==> config.mk <==
export PLATFORM = sky130hd
export DESIGN_NAME = ppi_host_master_flat
export DESIGN_NICKNAME = d
export VERILOG_FILES = /design/src/rtl/ppi_pkg.sv /design/src/rtl/ppi_host_master_if.sv /design/src/rtl/ppi_cycle_timer.sv /design/src/rtl/ppi_host_master.sv /design/src/flat_wrapper.sv
export SDC_FILE = /design/constraint.sdc
export NUM_CORES = 1
export LEC_CHECK = 0
export BUFFER_PORTS_ARGS = -buffer_cell sky130_fd_sc_hd__buf_2
export CAP_MARGIN = 25
export CORE_MARGIN = 4
export CORE_UTILIZATION = 48
export CTS_BUF_LIST = sky130_fd_sc_hd__clkbuf_16
export DETAILED_ROUTE_END_ITERATION = 12
export GPL_ROUTABILITY_DRIVEN = 0
export PLACE_DENSITY = 0.75
export SYNTH_ARGS = -nofsm -noshare
export SYNTH_HDL_FRONTEND = slang
export SYNTH_SLANG_ARGS = --single-unit
==> constraint.sdc <==
create_clock -name clk -period 4.42 [get_ports clk]
set_input_delay 0.221 -clock clk [delete_from_list [all_inputs] [get_ports clk]]
set_output_delay 0.221 -clock clk [all_outputs]
set_load 0.01 [all_outputs]
==> src/rtl/ppi_pkg.sv <==
// Shared definitions for the PPI host master: the bus-cycle state encoding,
// PPI register addresses, the default control word and a small helper that
// turns a cycle count into a down-counter load value.
package ppi_pkg;

    typedef enum logic [2:0] {
        ST_IDLE    = 3'd0,
        ST_SETUP   = 3'd1,
        ST_STROBE  = 3'd2,
        ST_HOLD    = 3'd3,
        ST_RECOVER = 3'd4,
        ST_INIT    = 3'd5
    } state_t;

    localparam logic [2:0] ADDR_PORTA  = 3'd0;
    localparam logic [2:0] ADDR_PORTB  = 3'd1;
    localparam logic [2:0] ADDR_PORTC  = 3'd2;
    localparam logic [2:0] ADDR_CWR    = 3'd3;
    localparam logic [2:0] ADDR_STATUS = 3'd7;

    localparam logic [7:0] DEFAULT_CWR = 8'h9B;

    // A timed state lasting n cycles loads n-1; zero-length states load 0.
    function automatic logic [7:0] cyc_load(input int unsigned n);
        return (n == 0) ? 8'd0 : 8'(n - 1);
    endfunction

endpackage

==> src/rtl/ppi_host_master_if.sv <==
// Request/response channel and PPI bus signals of the host master.
// The master modport is the view of ppi_host_master itself; the slave
// modport is the view of whatever sits on the other side (controller and
// PPI model).
interface ppi_host_master_if;

    logic       req_valid;
    logic       req_ready;
    logic       req_write;
    logic [2:0] req_addr;
    logic [7:0] req_wdata;

    logic       rsp_valid;
    logic       rsp_write;
    logic [7:0] rsp_rdata;
    logic       busy;

    logic       rdb;
    logic       wrb;
    logic [2:0] address;
    logic [7:0] data_out;
    logic       data_oe;
    logic [7:0] data_in;

    modport master (
        input  req_valid, req_write, req_addr, req_wdata, data_in,
        output req_ready, rsp_valid, rsp_write, rsp_rdata, busy,
        output rdb, wrb, address, data_out, data_oe
    );

    modport slave (
        output req_valid, req_write, req_addr, req_wdata, data_in,
        input  req_ready, rsp_valid, rsp_write, rsp_rdata, busy,
        input  rdb, wrb, address, data_out, data_oe
    );

endinterface

==> src/rtl/ppi_cycle_timer.sv <==
// 8-bit loadable down-counter that times each phase of a PPI bus cycle.
// done is high while the count is zero; the count parks at zero.
module ppi_cycle_timer (
    input  logic       clk,
    input  logic       resetb,
    input  logic       load,
    input  logic [7:0] load_val,
    output logic       done
);

    logic [7:0] count;

    // Load on phase entry, otherwise count down towards zero.
    // NOTE: sequential state uses non-blocking assignments so every register
    // samples its inputs from before the edge, independent of block order.
    always_ff @(posedge clk) begin
        if (!resetb) begin
            count <= 8'd0;
        end else if (load) begin
            count <= load_val;
        end else if (count != 8'd0) begin
            count <= count - 8'd1;
        end
    end

    assign done = (count == 8'd0);

endmodule

==> src/rtl/ppi_host_master.sv <==
// Host-side PPI bus initiator. Turns valid/ready requests into timed
// SETUP / STROBE / HOLD / RECOVER bus cycles and returns a one-cycle
// response pulse carrying read data.
// Optional feature: define PPI_INIT_SEQ_EN to write INIT_CWR to the control
// word register after every reset before the first request is accepted.
module ppi_host_master
    import ppi_pkg::*;
#(
    parameter int unsigned SETUP_CYC   = 1,
    parameter int unsigned STROBE_CYC  = 2,
    parameter int unsigned HOLD_CYC    = 1,
    parameter int unsigned RECOVER_CYC = 1,
    parameter logic [7:0]  INIT_CWR    = DEFAULT_CWR
) (
    input  logic               clk,
    input  logic               resetb,
    ppi_host_master_if.master  bus
);

`ifdef PPI_INIT_SEQ_EN
    localparam state_t RESET_STATE = ST_INIT;
`else
    localparam state_t RESET_STATE = ST_IDLE;
`endif

    state_t     state;
    state_t     next_state;
    logic       tmr_load;
    logic [7:0] tmr_val;
    logic       tmr_done;
    logic       accept;
    logic       strobe_end;
    logic       cur_write;
    logic       is_init;

    ppi_cycle_timer u_timer (
        .clk      (clk),
        .resetb   (resetb),
        .load     (tmr_load),
        .load_val (tmr_val),
        .done     (tmr_done)
    );

    // State register.
    always_ff @(posedge clk) begin
        if (!resetb) begin
            state <= RESET_STATE;
        end else begin
            state <= next_state;
        end
    end

    // Next-state decode and timer load for the phase being entered.
    // NOTE: every signal written here gets a default first, so no path can
    // leave one unassigned and infer a latch.
    always_comb begin
        next_state = state;
        tmr_load   = 1'b0;
        tmr_val    = 8'd0;
        accept     = 1'b0;
        strobe_end = 1'b0;
        case (state)
            ST_IDLE: begin
                if (bus.req_valid) begin
                    accept     = 1'b1;
                    next_state = ST_SETUP;
                    tmr_load   = 1'b1;
                    tmr_val    = cyc_load(SETUP_CYC);
                end
            end
            ST_INIT: begin
                next_state = ST_SETUP;
                tmr_load   = 1'b1;
                tmr_val    = cyc_load(SETUP_CYC);
            end
            ST_SETUP: begin
                if (tmr_done) begin
                    next_state = ST_STROBE;
                    tmr_load   = 1'b1;
                    tmr_val    = cyc_load(STROBE_CYC);
                end
            end
            ST_STROBE: begin
                if (tmr_done) begin
                    strobe_end = 1'b1;
                    next_state = ST_HOLD;
                    tmr_load   = 1'b1;
                    tmr_val    = cyc_load(HOLD_CYC);
                end
            end
            ST_HOLD: begin
                if (tmr_done) begin
                    if (RECOVER_CYC == 0) begin
                        next_state = ST_IDLE;
                    end else begin
                        next_state = ST_RECOVER;
                        tmr_load   = 1'b1;
                        tmr_val    = cyc_load(RECOVER_CYC);
                    end
                end
            end
            ST_RECOVER: begin
                if (tmr_done) begin
                    next_state = ST_IDLE;
                end
            end
            default: begin
                next_state = ST_IDLE;
            end
        endcase
    end

    assign bus.req_ready = (state == ST_IDLE) && resetb;
    assign bus.busy      = (state != ST_IDLE);

    // Registered bus and response outputs, computed from the phase being
    // entered so strobes are glitch-free and change only on clock edges.
    always_ff @(posedge clk) begin
        if (!resetb) begin
            bus.rdb       <= 1'b1;
            bus.wrb       <= 1'b1;
            bus.address   <= 3'd0;
            bus.data_out  <= 8'd0;
            bus.data_oe   <= 1'b0;
            bus.rsp_valid <= 1'b0;
            bus.rsp_write <= 1'b0;
            bus.rsp_rdata <= 8'd0;
            cur_write     <= 1'b0;
            is_init       <= 1'b0;
        end else begin
            bus.rsp_valid <= 1'b0;

            if (accept) begin
                bus.address <= bus.req_addr;
                bus.data_oe <= bus.req_write;
                cur_write   <= bus.req_write;
                is_init     <= 1'b0;
                if (bus.req_write) begin
                    bus.data_out <= bus.req_wdata;
                end
            end else if (state == ST_INIT) begin
                bus.address  <= ADDR_CWR;
                bus.data_out <= INIT_CWR;
                bus.data_oe  <= 1'b1;
                cur_write    <= 1'b1;
                is_init      <= 1'b1;
            end else if (next_state == ST_RECOVER || next_state == ST_IDLE) begin
                bus.data_oe <= 1'b0;
            end

            // Only one strobe can be low: the one matching the transaction.
            bus.rdb <= !(next_state == ST_STROBE && !cur_write);
            bus.wrb <= !(next_state == ST_STROBE && cur_write);

            // Read data is sampled as the last strobe cycle ends.
            if (strobe_end && !is_init) begin
                bus.rsp_valid <= 1'b1;
                bus.rsp_write <= cur_write;
                bus.rsp_rdata <= cur_write ? 8'd0 : bus.data_in;
            end
        end
    end

endmodule

==> src/flat_wrapper.sv <==
// flat-port wrapper written by rule: the top's interface ports become plain ports
module ppi_host_master_flat import ppi_pkg::*;
#(
    parameter int unsigned SETUP_CYC   = 1,
    parameter int unsigned STROBE_CYC  = 2,
    parameter int unsigned HOLD_CYC    = 1,
    parameter int unsigned RECOVER_CYC = 1,
    parameter logic [7:0]  INIT_CWR    = DEFAULT_CWR
)
  (clk, resetb, bus_req_valid, bus_req_write, bus_req_addr, bus_req_wdata, bus_data_in, bus_req_ready, bus_rsp_valid, bus_rsp_write, bus_rsp_rdata, bus_busy, bus_rdb, bus_wrb, bus_address, bus_data_out, bus_data_oe);
  ppi_host_master_if bus_i ();
  input  logic clk;
  input  logic resetb;
  input wire logic [$bits(bus_i.req_valid)-1:0] bus_req_valid;
  input wire logic [$bits(bus_i.req_write)-1:0] bus_req_write;
  input wire logic [$bits(bus_i.req_addr)-1:0] bus_req_addr;
  input wire logic [$bits(bus_i.req_wdata)-1:0] bus_req_wdata;
  input wire logic [$bits(bus_i.data_in)-1:0] bus_data_in;
  output wire logic [$bits(bus_i.req_ready)-1:0] bus_req_ready;
  output wire logic [$bits(bus_i.rsp_valid)-1:0] bus_rsp_valid;
  output wire logic [$bits(bus_i.rsp_write)-1:0] bus_rsp_write;
  output wire logic [$bits(bus_i.rsp_rdata)-1:0] bus_rsp_rdata;
  output wire logic [$bits(bus_i.busy)-1:0] bus_busy;
  output wire logic [$bits(bus_i.rdb)-1:0] bus_rdb;
  output wire logic [$bits(bus_i.wrb)-1:0] bus_wrb;
  output wire logic [$bits(bus_i.address)-1:0] bus_address;
  output wire logic [$bits(bus_i.data_out)-1:0] bus_data_out;
  output wire logic [$bits(bus_i.data_oe)-1:0] bus_data_oe;
  assign bus_i.req_valid = bus_req_valid;
  assign bus_i.req_write = bus_req_write;
  assign bus_i.req_addr = bus_req_addr;
  assign bus_i.req_wdata = bus_req_wdata;
  assign bus_i.data_in = bus_data_in;
  assign bus_req_ready = bus_i.req_ready;
  assign bus_rsp_valid = bus_i.rsp_valid;
  assign bus_rsp_write = bus_i.rsp_write;
  assign bus_rsp_rdata = bus_i.rsp_rdata;
  assign bus_busy = bus_i.busy;
  assign bus_rdb = bus_i.rdb;
  assign bus_wrb = bus_i.wrb;
  assign bus_address = bus_i.address;
  assign bus_data_out = bus_i.data_out;
  assign bus_data_oe = bus_i.data_oe;
  ppi_host_master #(.SETUP_CYC(SETUP_CYC), .STROBE_CYC(STROBE_CYC), .HOLD_CYC(HOLD_CYC), .RECOVER_CYC(RECOVER_CYC), .INIT_CWR(INIT_CWR)) u_core (.clk(clk), .resetb(resetb), .bus(bus_i));
endmodule
==> results of run 1 <==
[sequential cells by signal (all words and copies together) (netlist names), 3 cells and up]
signal,count
u_core.bus.rsp_rdata,8
u_core.state,3
u_core.bus.address,3
u_core.bus.data_out,8
u_core.u_timer.count,8
[per-stage QoR]
step / utilization / power, mW
global route: 0.6282 / 1.389
global placement: 0.5861 / 0.9718
detailed placement: 0.5861 / 0.9802
floorplan: - / 0.8876
CTS: 0.6282 / 1.306
finish: 0.6282 / 1.293
[per-layer routing]
metal,routed length [µm],global-route usage,up-vias,share of wire
met1,1669,0.2400,648,0.48
met2,1534,0.2491,41,0.44
met3,236,0.05442,5,0.068
met4,54,0.06853,0,0.015
met5,0,0,-,0
li1,-,-,746,-
[area by class of cell]
cell class              instances  area (µm²)
fillers                       294        1172
multi-input cells             127       770.7
flip-flops and latches         37       740.7
repair buffers                 48       240.2
clock buffers                   5       125.1
well taps                      44       55.05
inverters                      11       41.29
clock inverters                 2       7.507
[power groups by stage]
stage	clock, mW	combinational (mW)	sequential [mW]
CTS	0.329	0.505	0.471
floorplan	0	0.425	0.462
finish	0.320	0.499	0.473
global route	0.341	0.563	0.485
global placement	0	0.498	0.474
detailed placement	0	0.502	0.478
[cell usage in the layout, fill, tap and decap left out, types with 3 or more instances in the layout]
cell,count
inv_1,12
nand3b_1,9
buf_2,48
clkbuf_16,5
a21oi_1,22
dfxtp_1,37
nor2b_1,3
a311oi_1,5
nand2_1,20
or3_1,5
o21ai_0,6
nand2b_1,5
nor2_1,12
nand3_1,9
[worst max-delay path, delay by kind of cell, from the launching register on]
family / cells / cell delay (ns)
and+or+nand+nor: 2 / 0.81
DFF: 1 / 0.32
adders and majority gates: 1 / 0.20
AOI/OAI and AO/OA: 2 / 0.56
buffers and inverters: 1 / 0.06
[path summary, 6_finish.rpt]
kind | startpoint | to | slack (ns) | cells past startpoint
max reg2reg | u_core.u_timer.count[0] | u_core.u_timer.count[0] | 2.34 | 6
min | bus_req_addr[2] | u_core.bus.address[2] | 0.19 | 3
max | u_core.u_timer.count[0] | u_core.u_timer.count[0] | 2.34 | 6
min reg2reg | u_core.bus.rsp_rdata[3] | u_core.bus.rsp_rdata[3] | 0.45 | 2
[logic make-up after synthesis]
kind of cell,count (synthesis),synth area share
muxes,1,0.006149
DFF,37,0.4550
and+or+nand+nor,81,0.2952
adders and majority gates,1,0.007685
AOI/OAI and AO/OA,44,0.1645
buffers and inverters,25,0.07148
==> reports/results.tsv, run 1 <==
metric	value	unit
status	finished clean	
fp-row-count	20	
grt-ovfl-total	0	
clk_pin_slew_worst_paths	0.05	ns
via_per_inst	5.255	
dieHeight	66.24	µm
placedInstanceArea	1848	µm²
yosysTopAreaCell	dfxtp_1	
clkPwrFrac	0.248	
fin_skew	0.006028	ns
cpPeakStageDelay	0.47	ns
setup_ws	2.339	ns
ctsRootBufferMaster	clkbuf_16	
final_nets	254	
yosys_warnings	0	
grt_pass1_wl	5878	µm
hold_buffers	0	
post-dp-hpwl	2511	µm
area_delta_synth_final	21.68	%
top_level_ports	49	
ys_ff_latch	37	
tightest_slew	0.7711	ns
cts_made_buffers	5	
fp.coreArea	3153	µm²
start_util	0.5163	
die_area	4387	µm²
crit_type	register to register	
powerDensity	652.7	nW/µm²
p_comb_frac	0.386	
arrival	2.22	ns
yosysUniqueCellTypes	37	
yosysMostFrequentCell	dfxtp_1	
synth_top_cell_area_share	0.4550	
worstPathRequired	4.55	ns
crit_slowest_cell	or3b_2	
power.leakage	0.8244	nW
path_max_fanout	6	
relSlewSlack	0.4854	
power.net_switching	0.4705	mW
hold_viol	0	
io_buffers	48	
placed_cells	267	
track_usage	0.1737	
cp_cell_sequence	inv_1 -> ha_1 -> or3b_2 -> or2_2 -> o21bai_1 -> a22oi_1	
min_period	2.081	ns
rsz0062_at_grt	no	
internal-power	0.8223	mW
drive_gt1_frac	0.2739	
dieWidth	66.24	µm
antenna_left	0	
min_path_type	input port to register	
irDropWorstVdd	0.4150	mV
dr.pass1.iters	4	
cts_max_level	2	
synth_edf_count	0	
cts_tree	built	
slew_viol_final	0	
drtIter0Drc	64	
grt_max_degree	26	
clock_latency	0.28	ns
clock-sinks	37	
startpoint_type	register	
synthCells	189	
finalCritPeriodShare	0.4708	
ys_top_cells_by_count	37 x dfxtp_1, 22 x a21oi_1, 20 x nand2_1	
netSwitchingFraction	0.3640	
holdWs	0.1947	ns
detail_route.wl_per_cell	12.76	µm
setup_viol	0	
postCtsSetupBuffers	0	
drc	0	
finalWirelength	3495	µm
synth_ff_type	dfxtp_1	
syn_avg_cell_area	8.613	µm²
antenna_found_initial	0	
timing.fmax	480.5	MHz
seqPwrFrac	0.366	
antenna_cells	0	
grt_pass1_vias	1304	
final_cells	274	
cts_resized	0	
synth-async-reset-ratio	0	
yosysSeqAreaShare	0.4550	
ctsLongestPathBuffers	2	
tns	0	ns
synth_area_leaders	dfxtp_1 46%, a21oi_1 6.8%, nand2_1 4.6%	
worst_setup_path_end_kind	register	
drv_cap	0	
syn_area	1628	µm²
place_worst_setup_slack	2.319	ns
syn_nets	213	
design_area	1981	µm²
via_count	1440	
No activity file was read; power rests on OpenSTA's default activity.
==> run 2, diff against run 1 <==
Clock period 4.42 ns to 2 ns, I/O delays scaled along.
==> reports/results.tsv, run 2 (same netlist as run 1, synthesis figures left out) <==
metric	value	unit
start_util	0.5163	
drive_gt1_frac	0.3374	
postCtsSetupBuffers	0	
cp_top_family	simple AND/OR/NAND/NOR gates	
grt_max_degree	16	
reg2reg_from	u_core.u_timer.count[4]	
dr.pass1.iters	4	
rsz0062_at_grt	yes	
timing.critical_path.mode_cell	or4_4	
seqPwrFrac	0.317	
grt_pass1_wl	6058	µm
clkPwrFrac	0.237	
min_period	1.932	ns
irDropWorstVdd	0.7200	mV
clock-sinks	37	
setup_viol	0	
cp_cell_sequence	or4_4 -> buf_4 -> or4_4 -> nand2_1 -> a21oi_1	
area_delta_synth_final	29.82	%
final_cell_mix	48 x buf_2, 37 x dfxtp_1, 21 x a21oi_1	
min_from	bus_req_addr[2]	
cpPeakStageDelay	0.58	ns
cts_tree	built	
dieHeight	66.24	µm
grtUsageMet2	0.2677	
cp-startpoint	u_core.u_timer.count[4]	
drv_cap	0	
crit_slowest_cell	or4_4	
via_count	1512	
grtUsageMet3	0.04252	
met1_usage	0.2469	
cts_made_buffers	5	
post-dp-hpwl	2779	µm
holdWs	0.06675	ns
min_path_type	input port to register	
setup_ws	0.06835	ns
antenna_left	0	
clk_pin_slew_worst_paths	0.05	ns
path_max_fanout	9	
clock_latency	0.28	ns
arrival	2.10	ns
detail_route.wl_per_cell	13.22	µm
grt_pass1_vias	1346	
dieWidth	66.24	µm
die_area	4387	µm²
hold_viol	0	
drtIter0Drc	68	
finalCritPeriodShare	0.9658	
via_per_inst	5.214	
antenna_cells	0	
place_worst_setup_slack	0.05960	ns
power.leakage	0.9025	nW
fin_skew	0.005604	ns
top_level_ports	49	
grt-ovfl-total	0	
tightest_slew	0.4755	ns
p_total	3.161	mW
ctsLongestPathBuffers	2	
p_comb_frac	0.445	
hold_buffers	0	
layout_commonest_cell	buf_2	
final_nets	269	
io_buffers	48	
powerDensity	1496	nW/µm²
fp-row-count	20	
antenna_found_initial	0	
globalRoute.busiestLayer	met2	
finalWirelength	3833	µm
netSwitchingFraction	0.3648	
largestRegisters	u_core.bus.data_out (8), u_core.bus.rsp_rdata (8), u_core.u_timer.count (8)	
timing.critical_path.buf_inv	1	
fp.coreArea	3153	µm²
worst_setup_path_end_kind	register	
drc	0	
timing.fmax	517.7	MHz
internal-power	2.008	mW
ctsRootBufferMaster	clkbuf_16	
power.net_switching	1.153	mW
worstPathRequired	2.17	ns
cts_max_level	2	
crit_type	register to register	
startpoint_type	register	
track_usage	0.1790	
status	finished clean	
slew_viol_final	0	
relSlewSlack	0.6822	
[run 2: cell types whose count changed in the layout (fill, tap and decap cells not counted), sizes merged]
| cell | before | now |
|---|---|---|
| buf | 48 | 63 |
| clkinv | 1 | 2 |
| clkinvlp | 0 | 1 |
| inv | 12 | 11 |
[run 2: worst min-delay path: stages]
cell and delay, ns:
buf_2 0.10, nand2_1 0.04, a21oi_1 0.05
[run 2: power by group through the flow]
stage	Clock, mW	Combinational (mW)	Sequential, mW
after floorplan	0	0.940	1.02
after global placement	0	1.35	1.01
after detailed placement	0	1.38	1.01
after CTS	0.756	1.39	0.999
after global routing	0.793	1.56	1.02
final	0.750	1.41	1.00
[run 2: routing by layer]
metal	routed length, µm	vias to the layer above
li1	-	782
met1	1886	680
met2	1669	43
met3	210	7
met4	66	0
met5	0	-
[run 2: metrics by stage]
step           cell area [µm²]   TNS (ns)  cells  utilization
2_1_floorplan             1628          0    189            -
3_3_place_gp              1961          0    282       0.6218
3_5_place_dp              1961          0    282       0.6218
4_1_cts                   2103          0    290       0.6671
5_1_grt                   2113  -0.003886    290       0.6702
6_report                  2113          0    290       0.6702
[run 2: worst paths after layout]
path                                                 to  slack [ns]  depth (start not counted)
worst max-delay path            u_core.bus.rsp_rdata[3]        0.07                          5
worst min-delay path              u_core.bus.address[2]        0.07                          3
worst max register to register  u_core.bus.rsp_rdata[3]        0.07                          5
worst min register to register  u_core.bus.rsp_rdata[3]        0.45                          2
[run 2: final cells by class]
type	instances	area, µm²
Clock buffer	5	125.1
Clock inverter	3	17.52
Fill cell	269	1040
Inverter	11	41.29
Multi-Input combinational cell	127	780.7
Sequential cell	37	740.7
Tap cell	44	55.05
Timing Repair Buffer	63	352.8
[run 2: repair_timing]
item	CTS	global route
endpoints found under the hold margin	0	0
gates resized for setup	0	3
endpoints found under the setup margin	0	5
